==> src/rtl/uart_tx_fifo.sv <==
// UART transmitter with configurable data width, parity and stop bits, fed by a
// small circular FIFO so queued words go out back-to-back with no idle gap.
module uart_tx_fifo #(
    parameter int CLKS_PER_BIT = 219,
    parameter int DATA_BITS    = 8,
    parameter int PARITY       = 0,
    parameter int STOP_BITS    = 1,
    parameter int FIFO_DEPTH   = 4
) (
    input  logic                              clk,
    input  logic                              reset,
    input  logic                              data_valid,
    input  logic [DATA_BITS-1:0]              data,
    output logic                              data_ready,
    output logic                              tx_data,
    output logic                              active,
    output logic                              tx_done,
    output logic [$clog2(FIFO_DEPTH+1)-1:0]   fifo_count,
    output logic                              overflow
);
    // state    | meaning
    // S_IDLE   | line high, waiting for a queued word
    // S_START  | driving the start bit (0)
    // S_DATA   | shifting data bits out LSB first
    // S_PARITY | driving the parity bit
    // S_STOP   | driving stop bit(s); chains straight into the next frame if queued

    localparam int PTR_W = (FIFO_DEPTH > 1) ? $clog2(FIFO_DEPTH) : 1;
    localparam int CNT_W = $clog2(FIFO_DEPTH + 1);
    localparam int BIT_W = (CLKS_PER_BIT > 1) ? $clog2(CLKS_PER_BIT) : 1;
    localparam int IDX_W = $clog2(DATA_BITS);

    typedef enum logic [2:0] {
        S_IDLE,
        S_START,
        S_DATA,
        S_PARITY,
        S_STOP
    } state_t;

    state_t                 state;
    logic [BIT_W-1:0]       bit_cnt;
    logic [IDX_W-1:0]       data_idx;
    logic                   stop_idx;
    logic [DATA_BITS-1:0]   shreg;
    logic                   par_bit;

    logic [DATA_BITS-1:0]   mem [FIFO_DEPTH];
    logic [PTR_W-1:0]       wr_ptr;
    logic [PTR_W-1:0]       rd_ptr;

    logic                   fifo_full;
    logic                   fifo_empty;
    logic                   push;
    logic                   pop;
    logic                   bit_end;
    logic                   last_stop;
    logic [DATA_BITS-1:0]   head;
    logic                   head_par;

    assign fifo_full  = (fifo_count == CNT_W'(FIFO_DEPTH));
    assign fifo_empty = (fifo_count == '0);
    assign data_ready = !fifo_full;
    assign push       = data_valid && !fifo_full;
    assign bit_end    = (bit_cnt == BIT_W'(CLKS_PER_BIT - 1));
    assign last_stop  = (stop_idx == 1'(STOP_BITS - 1));
    assign head       = mem[rd_ptr];
    assign head_par   = (PARITY == 1) ? ~^head : ^head;

    // The FSM pops exactly when it launches a frame: from idle, or at the end of the last stop bit.
    assign pop = !fifo_empty &&
                 ((state == S_IDLE) || (state == S_STOP && bit_end && last_stop));

    always_ff @(posedge clk) begin
        if (push) begin
            mem[wr_ptr] <= data;
        end
    end

    always_ff @(posedge clk) begin
        if (reset) begin
            wr_ptr     <= '0;
            rd_ptr     <= '0;
            fifo_count <= '0;
            overflow   <= 1'b0;
        end else begin
            overflow <= data_valid && fifo_full;
            if (push) begin
                wr_ptr <= wr_ptr + 1'b1;
            end
            if (pop) begin
                rd_ptr <= rd_ptr + 1'b1;
            end
            case ({push, pop})
                2'b10:   fifo_count <= fifo_count + 1'b1;
                2'b01:   fifo_count <= fifo_count - 1'b1;
                default: fifo_count <= fifo_count;
            endcase
        end
    end

    always_ff @(posedge clk) begin
        if (reset) begin
            state    <= S_IDLE;
            bit_cnt  <= '0;
            data_idx <= '0;
            stop_idx <= 1'b0;
            shreg    <= '0;
            par_bit  <= 1'b0;
            tx_data  <= 1'b1;
            active   <= 1'b0;
            tx_done  <= 1'b0;
        end else begin
            tx_done <= 1'b0;
            bit_cnt <= bit_end ? '0 : bit_cnt + 1'b1;
            case (state)
                S_IDLE: begin
                    bit_cnt <= '0;
                    if (pop) begin
                        state   <= S_START;
                        shreg   <= head;
                        par_bit <= head_par;
                        tx_data <= 1'b0;
                        active  <= 1'b1;
                    end
                end
                S_START: begin
                    if (bit_end) begin
                        state    <= S_DATA;
                        data_idx <= '0;
                        tx_data  <= shreg[0];
                        shreg    <= shreg >> 1;
                    end
                end
                S_DATA: begin
                    if (bit_end) begin
                        if (data_idx == IDX_W'(DATA_BITS - 1)) begin
                            if (PARITY != 0) begin
                                state   <= S_PARITY;
                                tx_data <= par_bit;
                            end else begin
                                state    <= S_STOP;
                                stop_idx <= 1'b0;
                                tx_data  <= 1'b1;
                            end
                        end else begin
                            data_idx <= data_idx + 1'b1;
                            tx_data  <= shreg[0];
                            shreg    <= shreg >> 1;
                        end
                    end
                end
                S_PARITY: begin
                    if (bit_end) begin
                        state    <= S_STOP;
                        stop_idx <= 1'b0;
                        tx_data  <= 1'b1;
                    end
                end
                S_STOP: begin
                    if (bit_end) begin
                        if (last_stop) begin
                            tx_done <= 1'b1;
                            if (pop) begin
                                state   <= S_START;
                                shreg   <= head;
                                par_bit <= head_par;
                                tx_data <= 1'b0;
                            end else begin
                                state   <= S_IDLE;
                                tx_data <= 1'b1;
                                active  <= 1'b0;
                            end
                        end else begin
                            stop_idx <= stop_idx + 1'b1;
                        end
                    end
                end
                default: begin
                    state   <= S_IDLE;
                    tx_data <= 1'b1;
                    active  <= 1'b0;
                end
            endcase
        end
    end

endmodule

==> config.mk <==
export PLATFORM = sky130hd
export DESIGN_NAME = uart_tx_fifo
export DESIGN_NICKNAME = d
export VERILOG_FILES = /design/src/rtl/uart_tx_fifo.sv
export SDC_FILE = /design/constraint.sdc
export NUM_CORES = 1
export LEC_CHECK = 0
export BUFFER_PORTS_ARGS = -buffer_cell sky130_fd_sc_hd__buf_2
export CAP_MARGIN = 20
export CORE_AREA = 3 3 74 76
export DETAILED_ROUTE_END_ITERATION = 7
export DIE_AREA = 0 0 77 79
export GPL_ROUTABILITY_DRIVEN = 0
export HOLD_SLACK_MARGIN = 0.05
export PLACE_DENSITY_LB_ADDON = 0.15
export SETUP_SLACK_MARGIN = 0.3
export SLEW_MARGIN = 20
export SYNTH_ARGS = -nofsm -noshare
export SYNTH_HDL_FRONTEND = slang
export SYNTH_SLANG_ARGS = --single-unit
==> constraint.sdc <==
create_clock -name clk -period 3.45 [get_ports clk]
set_clock_uncertainty 0.05 [all_clocks]
set_input_delay 0.69 -clock clk [delete_from_list [all_inputs] [get_ports clk]]
set_output_delay 0.69 -clock clk [all_outputs]
set_load 0.005 [all_outputs]
* Word level (Yosys, flattened, before mapping)
Memory sizes are Yosys's and may differ from the RTL's. A register that Yosys moved wholly into a read port is not among the register bits.
Index checks and enable logic that the tools add are counted.
** Storage, ports and cells
- Memories :: 1
- RAM bits :: 32
- Bits of input ports :: 11
- Logic and storage cells :: 111
- Output and inout port bits :: 8
- Flip-flop bits (word level) :: 34
** Memories
- mem :: depth 4, bits a word 8, rd ports 1, clocked after memory_dff 1, write ports 1, RTL line 48 : logic [DATA_BITS-1:0] mem [FIFO_DEPTH];
** Cells by class
- Bitwise operators :: 4
- Add/subtract/negate cells :: 7
- Eq/ne operators :: 18
- Multiplexer cells :: 46
- Reduce and logical (&&, ||, !) cells :: 23
** Operator list (count)
- $mux 8 :: 6
- $pmux 8 s4 :: 1
- $mux 3 :: 10
- $mux 1 :: 21
- $ne 2x2->1 const B :: 9
- $pmux 3 s5 :: 1
- $pmux 3 s2 :: 2
- $reduce_and 6->1 :: 2
- $reduce_and 5->1 :: 2
- $eq 3x3->1 const B :: 3
- $reduce_or 3->1 :: 3
- $add 8x1->8 const B :: 1
- $eq 8x8->1 const B :: 1
- $reduce_and 7->1 :: 1
- $add 3x1->3 const B :: 2
- $eq 3x2->1 const B :: 2
- $logic_not 3->1 :: 2
- $pmux 1 s3 :: 2
- $logic_and 1x1->1 :: 5
- $pmux 1 s5 :: 1
- $add 2x1->2 const B :: 2
- $mux 2 :: 2
- $not 1->1 :: 4
- $reduce_and 4->1 :: 1
- 10 further kinds :: 12

* Depth between registers and ports, before layout
Gate-level depths: netlist (run 1).
- Depth after elaboration :: 9
- Gate-level depth with buffers :: 10
- Mapped depth without buffers :: 10

* Least setup slack after synthesis (run 1)
Ideal clock, no wire load.
- Kind :: register -> register
- Start point :: register fifo_count[0]
- End point :: register fifo_count[2]
- Arrival :: 2.061 ns
- Setup slack :: 1.216 ns
- Period minus slack after synthesis :: 2.234 ns
- Stages on the path, launching flop included :: 10
- Cell sequence :: dfxtp_1 or3b_1 clkbuf_1 and2_1 buf_2 nor2_1 fa_1 and3_1 mux2i_1 mux2_1
** On the way
- Cells in the longest elaborated chain, start to end :: 5
- Elaborated cells between the ends (all ways) :: 12
- Those cells by class :: 2 x add/sub; 3 x eq/ne; 1 x mux; 6 x reduce/logical
** Ends and longest elaborated chain
- start, declared :: RTL line 18 : output logic [$clog2(FIFO_DEPTH+1)-1:0] fifo_count,
- start signal, assigned :: RTL line 95 : 2'b10: fifo_count <= fifo_count + 1'b1;
- start signal, assigned :: RTL line 96 : 2'b01: fifo_count <= fifo_count - 1'b1;
- start signal, assigned :: RTL line 97 : default: fifo_count <= fifo_count;
- $eq 3x3->1 (*) :: RTL line 61 : assign fifo_full = (fifo_count == CNT_W'(FIFO_DEPTH));
- $logic_not 1->1 (*)
- via data_ready :: RTL line 14 : output logic data_ready,
- $logic_and 1x1->1 (*) :: RTL line 64 : assign push = data_valid && !fifo_full;
- $eq 2x1->1 or $eq 2x2->1 (tied branches) :: RTL line 94 : case ({push, pop})
- $pmux 3 s2 or $reduce_bool 2->1 (tied branches)
Mark *: on every way through the listed nets, which the timed path passes. The rest lies on a longest branch.
A chain may end at the register's enable or synchronous reset.

* Final worst setup path (run 1)
- Start point :: register bit_cnt[0]
- End point :: register fifo_count[2]
** On the way
- Cells in the longest elaborated chain, start to end :: 7
- Elaborated cells between the ends (all ways) :: 9
- Those cells by class :: 3 x eq/ne; 1 x mux; 5 x reduce/logical
** Ends and longest elaborated chain
- start, declared :: RTL line 42 : logic [BIT_W-1:0] bit_cnt;
- start signal, assigned :: RTL line 115 : bit_cnt <= bit_end ? '0 : bit_cnt + 1'b1;
- $eq 8x8->1 (*) :: RTL line 65 : assign bit_end = (bit_cnt == BIT_W'(CLKS_PER_BIT - 1));
- $logic_and 1x1->1 (*) (2 in a row) :: RTL line 72 : ((state == S_IDLE) || (state == S_STOP && bit_end && last_stop));
- $logic_or 1x1->1 (*) :: RTL line 72
- $logic_and 1x1->1 (*) :: RTL line 71 : assign pop = !fifo_empty &&
- $eq 2x1->1 or $eq 2x2->1 (tied branches) :: RTL line 94
- $pmux 3 s2 or $reduce_bool 2->1 (tied branches)
Mark *: on every way between the ends. The rest lies on a longest branch, timed or not.

==> results of run 1 <==
-- registers in the layout, summed over array words and instances (netlist names), named ones only --
name / flops
state: 3
data_idx: 3
rd_ptr: 2
tx_data: 1
overflow: 1
fifo_count: 3
active: 1
shreg: 8
mem: 32
bit_cnt: 8
wr_ptr: 2
tx_done: 1
-- placed cells by master (no fill, tap or decap), types with 3 or more instances in the layout --
cell type   count
mux4_2          8
nand2_1        11
mux2_1          8
clkinvlp_4      3
nor3_1          4
a21oi_1         7
buf_2          18
xnor2_1         4
mux2i_1        10
inv_1           4
and3_1          6
nand3_1         5
clkbuf_8        9
xor2_1          6
edfxtp_1       32
dfxtp_1        35
nor2_1         35
ha_1            8
-- metrics by stage --
step	area (µm²)	power (µW)
finish	3199	2275
global route	3199	2421
CTS	3199	2303
detailed placement	3022	1729
global placement	3022	1716
floorplan	2933	1605
-- routing by layer --
| metal | up-vias | track usage |
|---|---|---|
| met5 | - | 0 |
| met4 | 0 | 0.08541 |
| met3 | 9 | 0.04875 |
| met2 | 30 | 0.2596 |
| met1 | 843 | 0.2344 |
| li1 | 868 | - |
-- layout make-up --
type	instances	area (µm²)	share of cell area
Inverter	4	15.01	0.004693
Multi-Input combinational cell	149	1171	0.3661
Timing Repair Buffer	18	90.09	0.02816
Clock buffer	9	123.9	0.03872
Sequential cell	67	1662	0.5194
Tap cell	67	83.83	0.02620
Clock inverter	7	53.80	0.01682
-- worst max-delay path by stage --
stage                              from       endpoint  slack, ns  cells past startpoint
after floorplan           fifo_count[0]  fifo_count[2]       1.22                      9
after CTS                    bit_cnt[0]  fifo_count[2]       1.04                     10
after global placement       bit_cnt[0]  fifo_count[2]       1.12                     10
final                        bit_cnt[0]  fifo_count[2]       1.04                     10
after global routing         bit_cnt[0]  fifo_count[2]       0.86                     10
after detailed placement     bit_cnt[0]  fifo_count[2]       1.06                     10
-- worst min-delay path: cells and delay by family (launching register included) --
| kind | cells | cell delay (ns) |
|---|---|---|
| DFF | 1 | 0.31 |
| and+or+nand+nor | 1 | 0.05 |
| AOI/OAI and AO/OA | 1 | 0.05 |
-- power breakdown --
group	total, µW	internal, µW	switching (µW)
logic	627	312	315
clock network	573	263	310
registers	1080	968	108
-- kinds of logic after synthesis --
logic type               synth area share
AND/OR/NAND/NOR                    0.1442
buffers and inverters             0.03413
AO/OA/AOI/OAI                     0.05419
adder cells (fa/ha/maj)           0.04096
XOR/XNOR                          0.02986
flip-flops                         0.5666
multiplexers                       0.1301
==> results.txt, run 1 <==
Status - completed
Setup bufs post-CTS - 0
Post-Route Utilization - 0.6685
# clock sinks - 67
Avg WL per Cell - 14.47 µm
Top layer in use - met4
R2r endpoint - fifo_count[2]
Critical path endpoint category - flop
Share of layout cells above drive strength 1 - 0.2087
Slowest-stage cell, CP - dfxtp_1
Pin count of the biggest net entering global routing - 28
Synth top area cells - edfxtp_1 (33%), dfxtp_1 (24%), mux4_2 (6.1%)
Ports - 19
DRT Pass-1 Iters - 4
CTS tree - built
GRT Total Usage - 0.1738
Post-Syn Area per Cell - 12.75 µm²
Vias per Instance - 5.452
Critical path's largest stage delay - 0.39 ns
WHS - 0.4055 ns
DIE AREA - 6083 µm²
Synthesized flop and latch total - 67
Seq/Total Area, Yosys - 0.5666
Max-Cap Viols - 0
Origin of the critical flop-to-flop path - bit_cnt[0]
Post-CTS Resized - 0
Setup ws final - 1.038 ns
Setup-failing EPs final - 0
Slew Viols, Final - 0
Port buffer count - 18
# fillers - 375
Endpoint, Worst Hold - data_idx[2]
CP top delay family - simple AND/OR/NAND/NOR gates
DR DRC count - 0
Buffers & Inverters on Critical Path - 1
Post-route setup TNS - 0 ns
Placement Setup Slack - 1.060 ns
Clk_lat worst skew - 0.34 ns
Met3 WL - 191 µm
FP Rows - 25
Starting Density - 0.6128
Startpoint types - flop
Max IR drop VDD - 0.0003780 V
Worst Path Arrival - 2.59 ns
Net count, final - 269
Worst slew margin - 0.6404
Distinct cells, synth - 51
Top-area cell type share of the netlist area - 0.3276
Post-synth top area cell - edfxtp_1
Number of CTS-inserted buffers - 9
Worst Tran Pin Value - 0.5387 ns
CTS max path bufs - 2
RSZ-0062 raised after global routing - false
Vias in the first global route - 1722
Hold buffer count at cts - 0
LEAKAGE - 0.001229 µW
# H-tree levels - 3
Post-Syn Area - 2933 µm²
Clk root buf - clkbuf_8
Core Area - 4786 µm²
Cell count after synthesis - 230
Crit share post-route - 0.6992
Crit Path Category - reg2reg
Syn_nets - 250
Initial antenna violation count - 0
PD cells - 711.2 nW/µm²
DP Wirelength - 3.207 mm
DRT antenna net count - 0
Congestion Overflow GR - 0
Synth Warn # - 0
Fmax - 414.6 MHz
Post-synthesis to final-layout area growth - 9.087%
Hold Path Cell Cnt - 2
Critical-path cell list - inv_1 -> ha_1 -> nand3b_1 -> o21ai_1 -> nand2_1 -> nor2_1 -> fa_1 -> and3_1 -> mux2i_1 -> mux2_1
Worst Hold Class - reg2reg
Post-Place Cells - 305
Top_reg_cell synth - dfxtp_1
Global-route wire length before repair - 8.107 mm
Register-to-register setup slack - 1.04 ns
Chip Width - 77 µm
Hold Violations, Final - 0
Fin crit period - 2.412 ns
DR WL met2 - 2.083 mm
R2R cell count - 10
Vias - 1750
CTS clock-pin slew for the worst setup and hold paths - 0.07 ns
Fin cells - 321
Synth top cells by count - dfxtp_1 (35), nor2_1 (35), edfxtp_1 (32)
CP required - 3.63 ns
Routed WL - 4.645 mm
CP max FO - 5
Share of synthesized registers carrying an async set or reset - 0
Die Ht - 79 µm
Hold wc startpoint - data_idx[2]
N_diodes - 0
Detailed router's first-iteration violation count - 97
Post-Route M1 WL - 2.286 mm
Count of flip-flops with a built-in enable after synthesis - 32
No activity file was read; power rests on OpenSTA's default activity.
==> run 2, diff against run 1 <==
--- a/config.mk
+++ b/config.mk
@@ -5,11 +5,12 @@
 export SDC_FILE = /design/constraint.sdc
 export NUM_CORES = 1
 export LEC_CHECK = 0
+export ABC_AREA = 1
 export BUFFER_PORTS_ARGS = -buffer_cell sky130_fd_sc_hd__buf_2
 export CAP_MARGIN = 20
-export CORE_AREA = 3 3 74 76
+export CORE_AREA = 3 3 80 82
 export DETAILED_ROUTE_END_ITERATION = 7
-export DIE_AREA = 0 0 77 79
+export DIE_AREA = 0 0 83 85
 export GPL_ROUTABILITY_DRIVEN = 0
 export HOLD_SLACK_MARGIN = 0.05
 export PLACE_DENSITY_LB_ADDON = 0.15
==> constraint.sdc (replaced) <==
create_clock -name clk -period 2.1 [get_ports clk]
set_clock_uncertainty 0.05 [all_clocks]
set_input_delay 0.42 -clock clk [delete_from_list [all_inputs] [get_ports clk]]
set_output_delay 0.42 -clock clk [all_outputs]
set_load 0.005 [all_outputs]
==> run 2 against run 1 <==
Setup slack got worse by 0.71 ns. Count of clock-buffer cells in the layout did not move. Power rose by 110%. Die area rose by 16%. Register-to-register slack got worse by 0.71 ns. Wire length rose by 23%. Via count rose by 30%.
==> results.txt, run 2 <==
Clk_lat worst skew - 0.34 ns
Hold Path Cell Cnt - 1
Max FFs per register - 32
PD cells - 1323 nW/µm²
Buffers & Inverters on Critical Path - 4
GRT Total Usage - 0.1749
Critical path endpoint category - flop
Largest regs - mem (32), bit_cnt (8), shreg (8)
Setup-failing EPs final - 0
Critical path's largest stage delay - 0.35 ns
R2r endpoint - fifo_count[2]
Die Ht - 85 µm
Post-Syn Area per Cell - 8.907 µm²
Vias - 2269
Hold Violations, Final - 0
RSZ-0062 raised after global routing - true
Synth Warn # - 0
DR WL met2 - 2.641 mm
CP required - 2.34 ns
Cell count after synthesis - 345
Clk root buf - clkbuf_8
Avg WL per Cell - 12.32 µm
Slowest-stage cell, CP - fa_2
Initial antenna violation count - 0
Core Area - 5816 µm²
Count of flip-flops with a built-in enable after synthesis - 32
Largest Register - mem
# clock sinks - 67
Vias per Instance - 4.901
Post-synthesis to final-layout area growth - 16.53%
DRT antenna net count - 0
R2R cell count - 14
Post-Route M1 WL - 2.786 mm
Starting Density - 0.5284
Most frequent cells in the layout - nand2_1 (69), inv_1 (38), nor2_1 (36)
Worst Path Arrival - 2.01 ns
CTS tree - built
CP max FO - 3
Detailed router's first-iteration violation count - 83
Setup ws final - 0.3307 ns
Port buffer count - 18
Post-route setup TNS - 0 ns
Worst Hold Class - in2reg
Most common cell after layout, fill and taps aside - nand2_1
Register-to-register setup slack - 0.33 ns
DIE AREA - 7055 µm²
# fillers - 496
Ports - 19
Hold buffer count at cts - 0
Seq/Total Area, Yosys - 0.5407
# H-tree levels - 3
Slew Viols, Final - 0
Vias in the first global route - 2116
Routed WL - 5.702 mm
Worst Tran Pin Value - 0.3521 ns
Status - completed
Met3 WL - 126 µm
Post-Syn Area - 3073 µm²
Top_reg_cell synth - dfxtp_1
DR DRC count - 0
Placement Setup Slack - 0.1851 ns
Crit share post-route - 0.8425
CTS clock-pin slew for the worst setup and hold paths - 0.08 ns
Number of CTS-inserted buffers - 9
Critical-path cell list - inv_2 -> ha_4 -> inv_4 -> nor2_4 -> nand3_2 -> nand2_4 -> nand3_4 -> inv_2 -> fa_2 -> inv_1 -> nand4_1 -> nand3_1 -> nand2_1 -> nor2_1
Synth top area cells - edfxtp_1 (31%), dfxtp_1 (23%), nand2_1 (8.4%)
Synth top cells by count - nand2_1 (69), inv_1 (41), nor2_1 (36)
FP Rows - 28
Most used cell, CP - inv_2
Top layer in use - met4
Most common cell in the netlist - nand2_1
Chip Width - 83 µm
Endpoint, Worst Hold - mem[1][3]
Worst slew margin - 0.7647
CTS max path bufs - 2
Congestion Overflow GR - 0
Crit Path Category - reg2reg
Distinct cells, synth - 34
Fin crit period - 1.769 ns
DP Wirelength - 3.744 mm
Max IR drop VDD - 0.0006183 V
Max-Cap Viols - 0
Syn_nets - 365
Share of synthesized registers carrying an async set or reset - 0
Share of layout cells above drive strength 1 - 0.2294
Top-area cell type share of the netlist area - 0.3127
Fmax - 565.2 MHz
Hold wc startpoint - data[3]
Startpoint types - flop
DRT Pass-1 Iters - 4
Post-synth top area cell - edfxtp_1
Origin of the critical flop-to-flop path - bit_cnt[0]
CP top delay family - simple AND/OR/NAND/NOR gates
Global-route wire length before repair - 9.687 mm
Pin count of the biggest net entering global routing - 24
Net count, final - 403
N_diodes - 0
LEAKAGE - 0.001515 µW
Synthesized flop and latch total - 67
==> run 2: cell types whose count changed after synthesis, moves of 5 or more <==
cell	change
nand2_1	+58
inv_2	+7
and3_1	-6
a21oi_1	+14
nand2_2	+5
mux2i_1	-10
nand3_1	+15
mux2_1	-8
mux4_2	-8
xor2_1	-6
o21ai_0	+21
o211ai_1	+6
inv_1	+37
==> run 2: logic make-up after synthesis <==
group	share of synthesized area
AND/OR/NAND/NOR	0.2321
flip-flops	0.5407
AO/OA/AOI/OAI	0.1055
buffers and inverters	0.07981
adder cells (fa/ha/maj)	0.03909
XOR/XNOR	0.002851
==> run 2: worst max-delay path by stage <==
stage / from / end / slack (ns) / depth (start not counted)
2_1_floorplan: bit_cnt[0] / fifo_count[2] / 0.30 / 13
3_3_place_gp: bit_cnt[0] / fifo_count[2] / 0.26 / 13
3_5_place_dp: bit_cnt[0] / fifo_count[2] / 0.19 / 13
4_1_cts: bit_cnt[1] / fifo_count[1] / 0.26 / 10
5_1_grt: bit_cnt[0] / fifo_count[2] / 0.15 / 14
6_report: bit_cnt[0] / fifo_count[2] / 0.33 / 14
==> run 2: final cells by class <==
class	instances	area (µm²)	share of cell area
clock buffer	9	123.9	0.03459
clock inverter	7	77.57	0.02166
inverter	49	188.9	0.05276
multi-input combinational	221	1207	0.3372
sequential	67	1672	0.4668
tap	75	93.84	0.02621
timing repair buffer	35	217.7	0.06080
==> run 2: routing by layer <==
metal	vias to the layer above	GRT usage
li1	1204	-
met1	1031	0.2282
met2	24	0.2733
met3	10	0.03301
met4	0	0.1025
met5	-	0
==> run 2: repair_timing <==
item | in CTS | in global routing
setup buffers | 1 | 6
pin swaps | 1 | 11
resized for setup | 2 | 15
endpoints found under the setup margin | 2 | 11
cloned | 0 | 0
==> run 2: report_power, final <==
group | leakage [µW] | internal (µW) | switching (µW)
Clock | 0.0000881 | 553 | 523
Combinational | 0.000845 | 734 | 1200
Sequential | 0.000583 | 1610 | 121
==> run 2: metrics by stage <==
stage / cells / utilization / area [µm²] / total power [µW] / hold slack, ns
2_1_floorplan: 345 / - / 3077 / 3187 / 0.3570
3_3_place_gp: 440 / 0.5630 / 3274 / 3488 / 0.3632
3_5_place_dp: 440 / 0.5630 / 3274 / 3524 / 0.3808
4_1_cts: 457 / 0.6003 / 3491 / 4625 / 0.2238
5_1_grt: 463 / 0.6157 / 3581 / 5154 / 0.2265
6_report: 463 / 0.6157 / 3581 / 4739 / 0.2383
==> run 3, diff against run 2 <==
--- a/config.mk
+++ b/config.mk
@@ -5,12 +5,12 @@
 export SDC_FILE = /design/constraint.sdc
 export NUM_CORES = 1
 export LEC_CHECK = 0
-export ABC_AREA = 1
+export ABC_AREA = 0
 export BUFFER_PORTS_ARGS = -buffer_cell sky130_fd_sc_hd__buf_2
 export CAP_MARGIN = 20
-export CORE_AREA = 3 3 80 82
+export CORE_AREA = 3 3 75 77
 export DETAILED_ROUTE_END_ITERATION = 7
-export DIE_AREA = 0 0 83 85
+export DIE_AREA = 0 0 78 80
 export GPL_ROUTABILITY_DRIVEN = 0
 export HOLD_SLACK_MARGIN = 0.05
 export PLACE_DENSITY_LB_ADDON = 0.15
==> constraint.sdc (replaced) <==
create_clock -name clk -period 1.65 [get_ports clk]
set_clock_uncertainty 0.05 [all_clocks]
set_input_delay 0.33 -clock clk [delete_from_list [all_inputs] [get_ports clk]]
set_output_delay 0.33 -clock clk [all_outputs]
set_load 0.005 [all_outputs]
==> run 3 against run 2 <==
The run now ends with negative setup slack left. Final cell count down 17%. Sequential power up 28%. Die area down 12%. Core utilization up 17 points. Fmax down 11%. Critical path depth down 2. Final area up 11%. Register-to-register slack worse by 0.67 ns. Wire length up 9.2%. Critical endpoint is now data_idx[0].
==> results.txt, run 3 (synthesized netlist as in run 1, its figures left out) <==
Most frequent cells in the layout - buf_4 (34), edfxtp_1 (32), nor2_1 (28), dfxtp_1 (28), buf_6 (23)
GRT Total Usage - 0.2050
# H-tree levels - 3
Setup ws final - -0.3431 ns
Setup-failing EPs final - 54
Most common cell after layout, fill and taps aside - buf_4
Largest Register - mem
Initial antenna violation count - 0
Crit share post-route - 1.208
Fin crit period - 1.993 ns
Switching power total - 1899 µW
Routed WL - 6.227 mm
Hold wc startpoint - data[3]
Origin of the critical flop-to-flop path - bit_cnt[0]
Vias - 2014
Port buffer count - 18
Int Power - 3839 µW
Vias per Instance - 5.272
CTS clock-pin slew for the worst setup and hold paths - 0.08 ns
Worst Hold Class - in2reg
Comb pwr share - 0.401
# clock sinks - 67
Clk root buf - clkbuf_8
CP top delay family - buffers and inverters
Critical path endpoint category - flop
Net count, final - 327
Max IR drop VDD - 0.001009 V
Post-Route Utilization - 0.7862
CP required - 1.87 ns
Failing checks - negative setup slack
Max FFs per register - 32
Worst slew margin - 0.7913
Vias in the first global route - 1966
Slowest-stage cell, CP - or4_1
Detailed router's first-iteration violation count - 67
Chip Width - 78 µm
Area of the multi-input gates - 1398 µm²
Avg WL per Cell - 16.30 µm
RSZ-0062 raised after global routing - true
Most used cell, CP - buf_6
LEAKAGE - 0.001592 µW
# fillers - 311
Fin cells - 382
Startpoint types - flop
PD cells - 1438 nW/µm²
Status - finished, violations left
Core Area - 5075 µm²
Part of the power in the clock network - 0.213
Largest regs - mem (32), bit_cnt (8), shreg (8)
Worst Tran Pin Value - 0.3120 ns
DR DRC count - 0
CP max FO - 6
CTS tree - built
DP Wirelength - 3.792 mm
Hold Violations, Final - 0
Flop pwr share - 0.386
Global-route wire length before repair - 9.666 mm
Worst setup path start - bit_cnt[0]
Total power - 5738 µW
Number of CTS-inserted buffers - 9
Critical path's largest stage delay - 0.40 ns
Congestion Overflow GR - 0
Die Ht - 80 µm
Net Sw Frac - 0.3310
Ports - 19
Post-route setup TNS - -7.161 ns
Share of layout cells above drive strength 1 - 0.4968
Slew Viols, Final - 0
DIE AREA - 6240 µm²
Worst Path Arrival - 2.22 ns
Post-synthesis to final-layout area growth - 36.05%
Critical-path cell list - inv_2 -> ha_4 -> nand3b_1 -> buf_4 -> buf_6 -> buf_6 -> buf_6 -> nor2_4 -> buf_6 -> nand2_4 -> or4_1 -> a21oi_1
DRT antenna net count - 0
Hold buffer count at cts - 0
Clk_lat worst skew - 0.34 ns
Starting Density - 0.5779
Buffers & Inverters on Critical Path - 6
Max-Cap Viols - 0
N_diodes - 0
Crit Path Category - reg2reg
Post-Place Cells - 345
FP Rows - 26
DRT Pass-1 Iters - 4
Pin count of the biggest net entering global routing - 20
CTS max path bufs - 2
FF/Latch Area - 1675 µm²
Fmax - 501.7 MHz
run 3: power groups by stage:
stage / logic (µW) / clock network (µW) / registers, µW
6_report: 2300 / 1220 / 2210
5_1_grt: 2490 / 1300 / 2240
4_1_cts: 2130 / 1230 / 2190
3_5_place_dp: 1850 / 0 / 2220
3_3_place_gp: 1820 / 0 / 2200
2_1_floorplan: 1270 / 0 / 2190
run 3: per-layer routing:
| metal | share of wire | GRT usage | vias up |
|---|---|---|---|
| met5 | 0 | 0 | - |
| met3 | 0.037 | 0.04063 | 9 |
| li1 | - | - | 986 |
| met1 | 0.44 | 0.2757 | 981 |
| met2 | 0.50 | 0.3262 | 38 |
| met4 | 0.014 | 0.08566 | 0 |
run 3: area by class of cell:
type	count	area share
clock inverter	7	0.01286
clock buffer	9	0.03104
timing repair buffer	76	0.1602
sequential	67	0.4199
tap	70	0.02195
inverter	4	0.003763
multi-input combinational	149	0.3503
run 3: repair_timing:
action | 4_1_cts | 5_1_grt
setup endpoints to repair | 66 | 69
gates resized for setup | 36 | 24
hold endpoints to repair | 0 | 0
buffers inserted | 11 | 10
pin swaps | 23 | 16
run 3: path summary, 6_finish.rpt:
path                            cells past startpoint     endpoint  slack, ns
worst max-delay path                               12  data_idx[0]      -0.34
worst min-delay path                                1    mem[0][3]       0.15
worst max register to register                     12  data_idx[0]      -0.34
worst min register to register                      2     shreg[7]       0.41
run 3: per-stage QoR:
step | setup slack (ns) | hold WS, ns | instance area (µm²)
floorplan | -0.4186 | 0.3789 | 3032
global placement | -0.2934 | 0.3966 | 3410
detailed placement | -0.3370 | 0.4005 | 3410
CTS | -0.3315 | 0.1415 | 3815
global route | -0.4469 | 0.1528 | 3990
finish | -0.3431 | 0.1481 | 3990
